$ cat config.mk
export PLATFORM = sky130hd
export DESIGN_NAME = fht_result_reader_flat
export DESIGN_NICKNAME = d
export VERILOG_FILES = /design/src/rtl/fht_result_reader_pkg.sv /design/src/rtl/fht_result_reader_if.sv /design/src/rtl/fht_rd_pingpong.sv /design/src/rtl/fht_result_reader.sv /design/src/flat_wrapper.sv
export SDC_FILE = /design/constraint.sdc
export NUM_CORES = 1
export LEC_CHECK = 0
export BUFFER_PORTS_ARGS = -buffer_cell sky130_fd_sc_hd__buf_2
export CORE_AREA = 3 3 109 137
export DETAILED_ROUTE_END_ITERATION = 6
export DIE_AREA = 0 0 112 140
export PLACE_DENSITY_LB_ADDON = 0.25
export SYNTH_ARGS = -nofsm -noshare
export SYNTH_HDL_FRONTEND = slang
export SYNTH_SLANG_ARGS = --single-unit
$ cat constraint.sdc
create_clock -name iCLK -period 6.8 [get_ports iCLK]
set_input_delay 0.34 -clock iCLK [delete_from_list [all_inputs] [get_ports iCLK]]
set_output_delay 0.34 -clock iCLK [all_outputs]
set_load 0.03 [all_outputs]
$ cat src/rtl/fht_result_reader_pkg.sv
// Shared types and helpers for the FHT result reader: FSM state encoding,
// group count and the bank-address bit reversal.
package fht_result_reader_pkg;

    typedef enum logic [1:0] {
        ST_IDLE  = 2'd0,
        ST_READ  = 2'd1,
        ST_DRAIN = 2'd2
    } state_t;

    localparam int unsigned DEF_A_BIT = 8;
    localparam int unsigned GROUP_CNT = 1 << DEF_A_BIT;

    localparam int unsigned REV_W  = 16;
    localparam int unsigned REV_IW = 4;

    // Reverse the low w bits of v; bits at and above w come back as zero.
    function automatic logic [REV_W-1:0] bit_rev(input logic [REV_W-1:0] v,
                                                 input int unsigned w);
        logic [REV_W-1:0] r;
        r = '0;
        for (int unsigned i = 0; i < REV_W; i++) begin
            if (i < w) begin
                r[REV_IW'(i)] = v[REV_IW'(w - 1 - i)];
            end
        end
        return r;
    endfunction

endpackage

$ cat src/rtl/fht_result_reader_if.sv
// Handshake/bus bundle between fht_result_reader (master) and its
// environment: start, bank read port and the sample output stream.
interface fht_result_reader_if #(
    parameter int unsigned D_BIT = 16,
    parameter int unsigned A_BIT = 8
);
    logic                    iSTART;
    logic [A_BIT-1:0]        oADDR_RD;
    logic signed [D_BIT-1:0] iDATA_0;
    logic signed [D_BIT-1:0] iDATA_1;
    logic signed [D_BIT-1:0] iDATA_2;
    logic signed [D_BIT-1:0] iDATA_3;
    logic signed [D_BIT-1:0] oDATA;
    logic                    oVALID;
    logic                    iREADY;
    logic [A_BIT+1:0]        oIDX;
    logic                    oLAST;
    logic                    oBUSY;
    logic                    oDONE;

    modport master (
        input  iSTART, iDATA_0, iDATA_1, iDATA_2, iDATA_3, iREADY,
        output oADDR_RD, oDATA, oVALID, oIDX, oLAST, oBUSY, oDONE
    );

    modport slave (
        output iSTART, iDATA_0, iDATA_1, iDATA_2, iDATA_3, iREADY,
        input  oADDR_RD, oDATA, oVALID, oIDX, oLAST, oBUSY, oDONE
    );
endinterface

$ cat src/rtl/fht_rd_pingpong.sv
// Two 4-word group buffers: one is emitted word by word while the other
// is filled; the output sample is registered from the next-state view.
module fht_rd_pingpong
    import fht_result_reader_pkg::*;
#(
    parameter int unsigned D_BIT = 16
) (
    input  logic             clk,
    input  logic             rst,
    input  logic             cap,
    input  logic [D_BIT-1:0] d0,
    input  logic [D_BIT-1:0] d1,
    input  logic [D_BIT-1:0] d2,
    input  logic [D_BIT-1:0] d3,
    input  logic             ready,
    output logic             out_valid,
    output logic [D_BIT-1:0] out_data,
    output logic             xfer_c,
    output logic             release_c,
    output logic [1:0]       n_valid_c
);

    typedef logic [3:0][D_BIT-1:0] group_t;

    group_t     grp_q [2];
    group_t     grp_n [2];
    logic [1:0] vld_q, vld_n;
    logic       rd_q, rd_n;
    logic       wr_q, wr_n;
    logic [1:0] word_q, word_n;

    assign xfer_c    = out_valid & ready;
    assign release_c = xfer_c & (word_q == 2'd3);
    assign n_valid_c = 2'(vld_q[0]) + 2'(vld_q[1]);

    // Release happens before capture so a buffer can be refilled on the
    // same edge its last word leaves.
    always_comb begin
        grp_n  = grp_q;
        vld_n  = vld_q;
        rd_n   = rd_q;
        wr_n   = wr_q;
        word_n = word_q;
        if (xfer_c) begin
            if (word_q == 2'd3) begin
                vld_n[rd_q] = 1'b0;
                rd_n        = ~rd_q;
                word_n      = 2'd0;
            end else begin
                word_n = 2'(word_q + 2'd1);
            end
        end
        if (cap) begin
            grp_n[wr_q] = {d3, d2, d1, d0};
            vld_n[wr_q] = 1'b1;
            wr_n        = ~wr_q;
        end
    end

    always_ff @(posedge clk) begin
        if (rst) begin
            grp_q[0]  <= '0;
            grp_q[1]  <= '0;
            vld_q     <= '0;
            rd_q      <= 1'b0;
            wr_q      <= 1'b0;
            word_q    <= 2'd0;
            out_valid <= 1'b0;
            out_data  <= '0;
        end else begin
            grp_q[0]  <= grp_n[0];
            grp_q[1]  <= grp_n[1];
            vld_q     <= vld_n;
            rd_q      <= rd_n;
            wr_q      <= wr_n;
            word_q    <= word_n;
            out_valid <= vld_n[rd_n];
            out_data  <= grp_n[rd_n][word_n];
        end
    end

endmodule

$ cat src/rtl/fht_result_reader.sv
// Reads one FHT frame out of four result banks and streams it in natural
// order. Bit-reversed bank addressing is enabled by READER_BIT_REV_EN.
module fht_result_reader
    import fht_result_reader_pkg::*;
#(
    parameter int unsigned D_BIT = 16,
    parameter int unsigned A_BIT = 8
) (
    input  logic                   iCLK,
    input  logic                   iRESET,
    fht_result_reader_if.master    bus
);

    state_t             state_q, state_n;
    logic [A_BIT-1:0]   grp_q;
    logic [A_BIT-1:0]   addr_q;
    logic [A_BIT-1:0]   bank_addr_c;
    logic [A_BIT+1:0]   idx_q, idx_n;
    logic               last_q, busy_q, done_q;
    logic               pend1_q, pend2_q;
    logic               issue_c, done_c, credit_ok_c, last_grp_c;
    logic [2:0]         used_c;
    logic               xfer_c, release_c, out_valid;
    logic [1:0]         n_valid_c;
    logic [D_BIT-1:0]   out_data;

    fht_rd_pingpong #(.D_BIT(D_BIT)) u_pingpong (
        .clk       (iCLK),
        .rst       (iRESET),
        .cap       (pend2_q),
        .d0        (bus.iDATA_0),
        .d1        (bus.iDATA_1),
        .d2        (bus.iDATA_2),
        .d3        (bus.iDATA_3),
        .ready     (bus.iREADY),
        .out_valid (out_valid),
        .out_data  (out_data),
        .xfer_c    (xfer_c),
        .release_c (release_c),
        .n_valid_c (n_valid_c)
    );

    // Buffer slots already claimed by in-flight reads and held groups.
    assign used_c      = 3'(pend1_q) + 3'(pend2_q) + 3'(n_valid_c) - 3'(release_c);
    assign credit_ok_c = (used_c < 3'd2);
    assign last_grp_c  = (grp_q == {A_BIT{1'b1}});
    assign idx_n       = xfer_c ? (A_BIT+2)'(idx_q + 1'b1) : idx_q;

`ifdef READER_BIT_REV_EN
    assign bank_addr_c = A_BIT'(bit_rev(REV_W'(grp_q), A_BIT));
`else
    assign bank_addr_c = grp_q;
`endif

    always_ff @(posedge iCLK) begin
        if (iRESET) begin
            state_q <= ST_IDLE;
        end else begin
            state_q <= state_n;
        end
    end

    always_comb begin
        state_n = state_q;
        case (state_q)
            ST_IDLE:  if (bus.iSTART) state_n = ST_READ;
            ST_READ:  if (credit_ok_c && last_grp_c) state_n = ST_DRAIN;
            ST_DRAIN: if (xfer_c && last_q) state_n = ST_IDLE;
            default:  state_n = ST_IDLE;
        endcase
    end

    always_comb begin
        issue_c = 1'b0;
        done_c  = 1'b0;
        case (state_q)
            ST_IDLE:  issue_c = bus.iSTART;
            ST_READ:  issue_c = credit_ok_c;
            ST_DRAIN: done_c  = xfer_c & last_q;
            default:  ;
        endcase
    end

    // Address/group counters, read pipeline and status outputs.
    always_ff @(posedge iCLK) begin
        if (iRESET) begin
            grp_q   <= '0;
            addr_q  <= '0;
            pend1_q <= 1'b0;
            pend2_q <= 1'b0;
            idx_q   <= '0;
            last_q  <= 1'b0;
            busy_q  <= 1'b0;
            done_q  <= 1'b0;
        end else begin
            if (issue_c) begin
                addr_q <= bank_addr_c;
                grp_q  <= A_BIT'(grp_q + 1'b1);
            end
            pend1_q <= issue_c;
            pend2_q <= pend1_q;
            idx_q   <= idx_n;
            last_q  <= (idx_n == {(A_BIT+2){1'b1}});
            busy_q  <= (state_n != ST_IDLE);
            done_q  <= done_c;
        end
    end

    assign bus.oADDR_RD = addr_q;
    assign bus.oDATA    = out_data;
    assign bus.oVALID   = out_valid;
    assign bus.oIDX     = idx_q;
    assign bus.oLAST    = last_q;
    assign bus.oBUSY    = busy_q;
    assign bus.oDONE    = done_q;

endmodule

$ cat src/flat_wrapper.sv
// flat-port wrapper written by rule: the top's interface ports become plain ports
module fht_result_reader_flat import fht_result_reader_pkg::*;
#(
    parameter int unsigned D_BIT = 16,
    parameter int unsigned A_BIT = 8
)
  (iCLK, iRESET, bus_iSTART, bus_iDATA_0, bus_iDATA_1, bus_iDATA_2, bus_iDATA_3, bus_iREADY, bus_oADDR_RD, bus_oDATA, bus_oVALID, bus_oIDX, bus_oLAST, bus_oBUSY, bus_oDONE);
  fht_result_reader_if #(.D_BIT(D_BIT), .A_BIT(A_BIT)) bus_i ();
  input  logic iCLK;
  input  logic iRESET;
  input wire logic [$bits(bus_i.iSTART)-1:0] bus_iSTART;
  input wire logic [$bits(bus_i.iDATA_0)-1:0] bus_iDATA_0;
  input wire logic [$bits(bus_i.iDATA_1)-1:0] bus_iDATA_1;
  input wire logic [$bits(bus_i.iDATA_2)-1:0] bus_iDATA_2;
  input wire logic [$bits(bus_i.iDATA_3)-1:0] bus_iDATA_3;
  input wire logic [$bits(bus_i.iREADY)-1:0] bus_iREADY;
  output wire logic [$bits(bus_i.oADDR_RD)-1:0] bus_oADDR_RD;
  output wire logic [$bits(bus_i.oDATA)-1:0] bus_oDATA;
  output wire logic [$bits(bus_i.oVALID)-1:0] bus_oVALID;
  output wire logic [$bits(bus_i.oIDX)-1:0] bus_oIDX;
  output wire logic [$bits(bus_i.oLAST)-1:0] bus_oLAST;
  output wire logic [$bits(bus_i.oBUSY)-1:0] bus_oBUSY;
  output wire logic [$bits(bus_i.oDONE)-1:0] bus_oDONE;
  assign bus_i.iSTART = bus_iSTART;
  assign bus_i.iDATA_0 = bus_iDATA_0;
  assign bus_i.iDATA_1 = bus_iDATA_1;
  assign bus_i.iDATA_2 = bus_iDATA_2;
  assign bus_i.iDATA_3 = bus_iDATA_3;
  assign bus_i.iREADY = bus_iREADY;
  assign bus_oADDR_RD = bus_i.oADDR_RD;
  assign bus_oDATA = bus_i.oDATA;
  assign bus_oVALID = bus_i.oVALID;
  assign bus_oIDX = bus_i.oIDX;
  assign bus_oLAST = bus_i.oLAST;
  assign bus_oBUSY = bus_i.oBUSY;
  assign bus_oDONE = bus_i.oDONE;
  fht_result_reader #(.D_BIT(D_BIT), .A_BIT(A_BIT)) u_core (.iCLK(iCLK), .iRESET(iRESET), .bus(bus_i));
endmodule
==> summary.md <==
| Metric | Value |
|---|---|
| Post-Synthesis Cells | `1111` |
| Psw | `0.000592 W` |
| Setup TNS | `0 ns` |
| Lkg Pwr | `3.43 nW` |
| Filler cells | `1173` |
| Mean Syn Cell Area | `7.72 um2` |
| Post-synthesis sequential area ratio | `43.0%` |
| Die Span Y | `140 um` |
| Crit path DAT | `4.51 ns` |
| Clock transition at path regs | `0.07 ns` |
| P_int | `0.00178 W` |
| Ys flop type | `dfxtp_1` |
| Grt met3 use | `6.05%` |
| Port Buffers | `105` |
| Comb pwr share | `9.7%` |
| Post-CTS sizing | `0` |
| Final WL | `23000 um` |
| Clock root cell | `clkbuf_16` |
| Max VDD drop | `0.000197 V` |
| Pre-antenna DRT Iters | `7` |
| Initial DRC Count | `851` |
| RSZ-0062 raised after global routing | `no` |
| Worst-Skew Late Latency | `0.44 ns` |
| H-tree Lvls | `4` |
| Met1 Use GR | `37.3%` |
| Crit Path Category | `flop to flop` |
| Initial antenna violation count | `1` |
| Nets | `1231` |
| Sequential share of power | `47.6%` |
| Outcome | `complete, no violations` |
| CTS tree | `built` |
| Via count | `8128` |
| Crit path capture type | `flop` |
| Max-slew violations | `0` |
| Core Util, Final | `70.1%` |
| Most frequent cells in the layout | `nand2_1 (289), dfxtp_1 (183), a21oi_1 (171)` |
| Worst Path Required | `7.16 ns` |
| Crit path time final | `4.15 ns` |
| Initial Utilization | `62.4%` |
| Tcrit/Tclk final | `61.1%` |
| Max Cap Viol | `0` |
| Clk_skew | `0.0143 ns` |
| Row cnt | `48` |
| Post-synthesis async set-or-reset flop share | `0%` |
| Max frequency | `241 MHz` |
| FF-to-FF Start | `u_core.u_pingpong.word_q[0]` |
| Footprint of the multi-input gates | `0.00442 mm2` |
| Via density | `6.04` |
| Ratio of cells with drive above 1 in the final layout | `13.9%` |
| Net Sw Frac | `24.9%` |
| CP startpoint | `u_core.u_pingpong.word_q[0]` |
| Clk sinks | `184` |
| Clock Path Buffers | `2` |
| RD Place Congestion | `0.827` |
| Total gr overflow | `0` |
| Cts hold-fix bufs | `0` |
| Antenna Nets Post-Route | `0` |
| Pwr Density | `246 mW/mm2` |
| Post-synth cell types | `55` |
| Number of remaining DRC errors | `0` |
| Critical path startpoint category | `flop` |
| First-pass GRT wire length | `37000 um` |
| Post-CTS Setup Bufs | `0` |
| Number of failing hold endpoints at the final stage | `0` |
| Commonest non-fill, non-tap cell in the layout | `nand2_1` |
| Worst-path fanout max | `20` |
| Worst min path class | `input pin to flop` |
| P&R area growth vs syn | `12.4%` |
| Slew HR | `27.0%` |
| Die Area | `0.0157 mm2` |
| IO Pins | `106` |
| Flops & latches, synth | `184` |
| GRT busiest layer | `met2` |
| TritonCTS Buffers | `17` |
| Tightest Pin Transition | `1.10 ns` |
| Storage element area | `0.00368 mm2` |
| Die W | `112 um` |
| WL/cell | `17.1 um` |
| Vias in the first global route | `7529` |
| Mapped Area | `0.00858 mm2` |
| Pin count of the biggest net entering global routing | `103` |
| Hold Startpoint | `bus_iDATA_0[15]` |
| Met2 Use GR | `46.2%` |
| Post-synth EDFFs | `0` |
| DP HPWL | `14400 um` |
| Synth warn | `0` |
| Clk pwr share | `42.7%` |
| All-Layer GR Usage | `28.7%` |
| Final setup violation count | `0` |
| Total core area | `0.0138 mm2` |
| Syn nets | `1186` |
-- per-layer routing --
metal	up-vias	share of wire (%)	wire, um
li1	3945	-	-
met1	3828	41	9490
met2	296	48	11000
met3	57	7.0	1610
met4	2	3.8	863
met5	-	0.048	11
-- power groups by stage --
stage	sequential (W)	clock, W	combinational, W
floorplan	0.00117	0	0.000137
global placement	0.00115	0	0.000223
detailed placement	0.00115	0	0.000226
CTS	0.00113	0.00102	0.000228
global route	0.00113	0.00107	0.000253
finish	0.00113	0.00101	0.000229
-- area by class of cell --
cell class | count | share of cell area (%)
multi-input cells | 812 | 45.9
flip-flops and latches | 184 | 38.2
repair buffers | 118 | 6.49
clock buffers | 22 | 4.71
well taps | 175 | 2.27
clock inverters | 10 | 1.48
inverters | 23 | 0.947
diodes | 1 | 0.0260
-- cell families (layout without fill, tap and decap cells) --
| family | Yosys count | count (layout) | synth area share, % |
|---|---|---|---|
| AND/OR/NAND/NOR | 430 | 430 | 21.8 |
| AO/OA/AOI/OAI | 347 | 347 | 24.9 |
| flip-flops | 184 | 184 | 43.0 |
| buffers and inverters | 115 | 173 | 5.65 |
| XOR/XNOR | 17 | 17 | 2.20 |
| multiplexers | 11 | 11 | 1.43 |
| adder cells (fa/ha/maj) | 7 | 7 | 1.11 |
| other | 0 | 1 | 0 |
-- cell usage after synthesis, types with 2 or more instances --
master      n  area [um2]
nand3_1     8        40.0
clkbuf_1   58         218
inv_1      21        78.8
nor2_1     49         184
ha_1        6        75.1
and3_1      2        12.5
or3_1       3        18.8
nand3b_1   16         120
buf_2      20         100
nor3_1     18        90.1
a211o_1    15         131
a21oi_1   171         856
nor2b_1    21         131
and2_1      3        18.8
a31oi_1    18         113
dfxtp_1   184        3680
buf_6       2        22.5
o21ai_1     2        10.0
o21ai_0    25         125
a311oi_1   14         123
nor3b_1     3        22.5
o211ai_1   59         443
nand2b_1    4        25.0
nand4_1     4        25.0
o22a_1     14         123
nand2_1   290        1090
mux2i_1    10         100
buf_4       2        15.0
o22ai_1    20         125
xor2_1     10        87.6
a21oi_2     2        17.5
nor4b_1     2        17.5
xnor2_1     4        35.0
buf_1      10        37.5
-- path summary, 6_finish.rpt --
path	endpoint	slack (ns)	cells past startpoint
worst max register to register	u_core.bank_addr_c[5]	2.65	14
worst min register to register	u_core.u_pingpong.grp_q[12]	0.45	2
worst max-delay path	u_core.bank_addr_c[5]	2.65	14
worst min-delay path	u_core.u_pingpong.grp_q[15]	0.16	3
-- registers in the layout, indices dropped and copies added, names as in the netlist --
signal                       flops
u_core.bank_addr_c               8
u_core.u_pingpong.wr_q           1
u_core.pend2_q                   1
u_core.u_pingpong.grp_q        128
u_core.bus.oLAST                 1
u_core.u_pingpong.vld_q          2
u_core.u_pingpong.out_valid      1
u_core.bus.oIDX                 10
u_core.bus.oADDR_RD              8
u_core.pend1_q                   1
u_core.u_pingpong.word_q         2
u_core.state_q                   2
u_core.u_pingpong.rd_q           1
u_core.u_pingpong.out_data      16
u_core.bus.oBUSY                 1
u_core.bus.oDONE                 1
-- stage by stage --
stage	hold slack, ns	instances	setup WS, ns	total power (W)	instance area, um2
2_1_floorplan	0.433	1111	3.75	0.00130	8580
3_3_place_gp	0.438	1312	2.77	0.00138	9040
3_5_place_dp	0.444	1312	2.67	0.00138	9040
4_1_cts	0.153	1344	2.65	0.00238	9640
5_1_grt	0.164	1344	2.30	0.00245	9640
6_report	0.159	1345	2.65	0.00237	9640
-- critical path, cell delays in order, from the launching register on --
cell and delay (ns):
dfxtp_1 0.40, ha_1 0.20, nand3_2 0.40, clkinv_4 0.24, ha_1 0.25, inv_1 0.06, ha_1 0.21, a21o_1 0.16
fa_1 0.37, xor2_1 0.19, nand3b_1 0.11, a21oi_2 0.75, nand3_1 0.25, or3_1 0.36, a21oi_1 0.13
No activity file was read; power rests on OpenSTA's default activity.
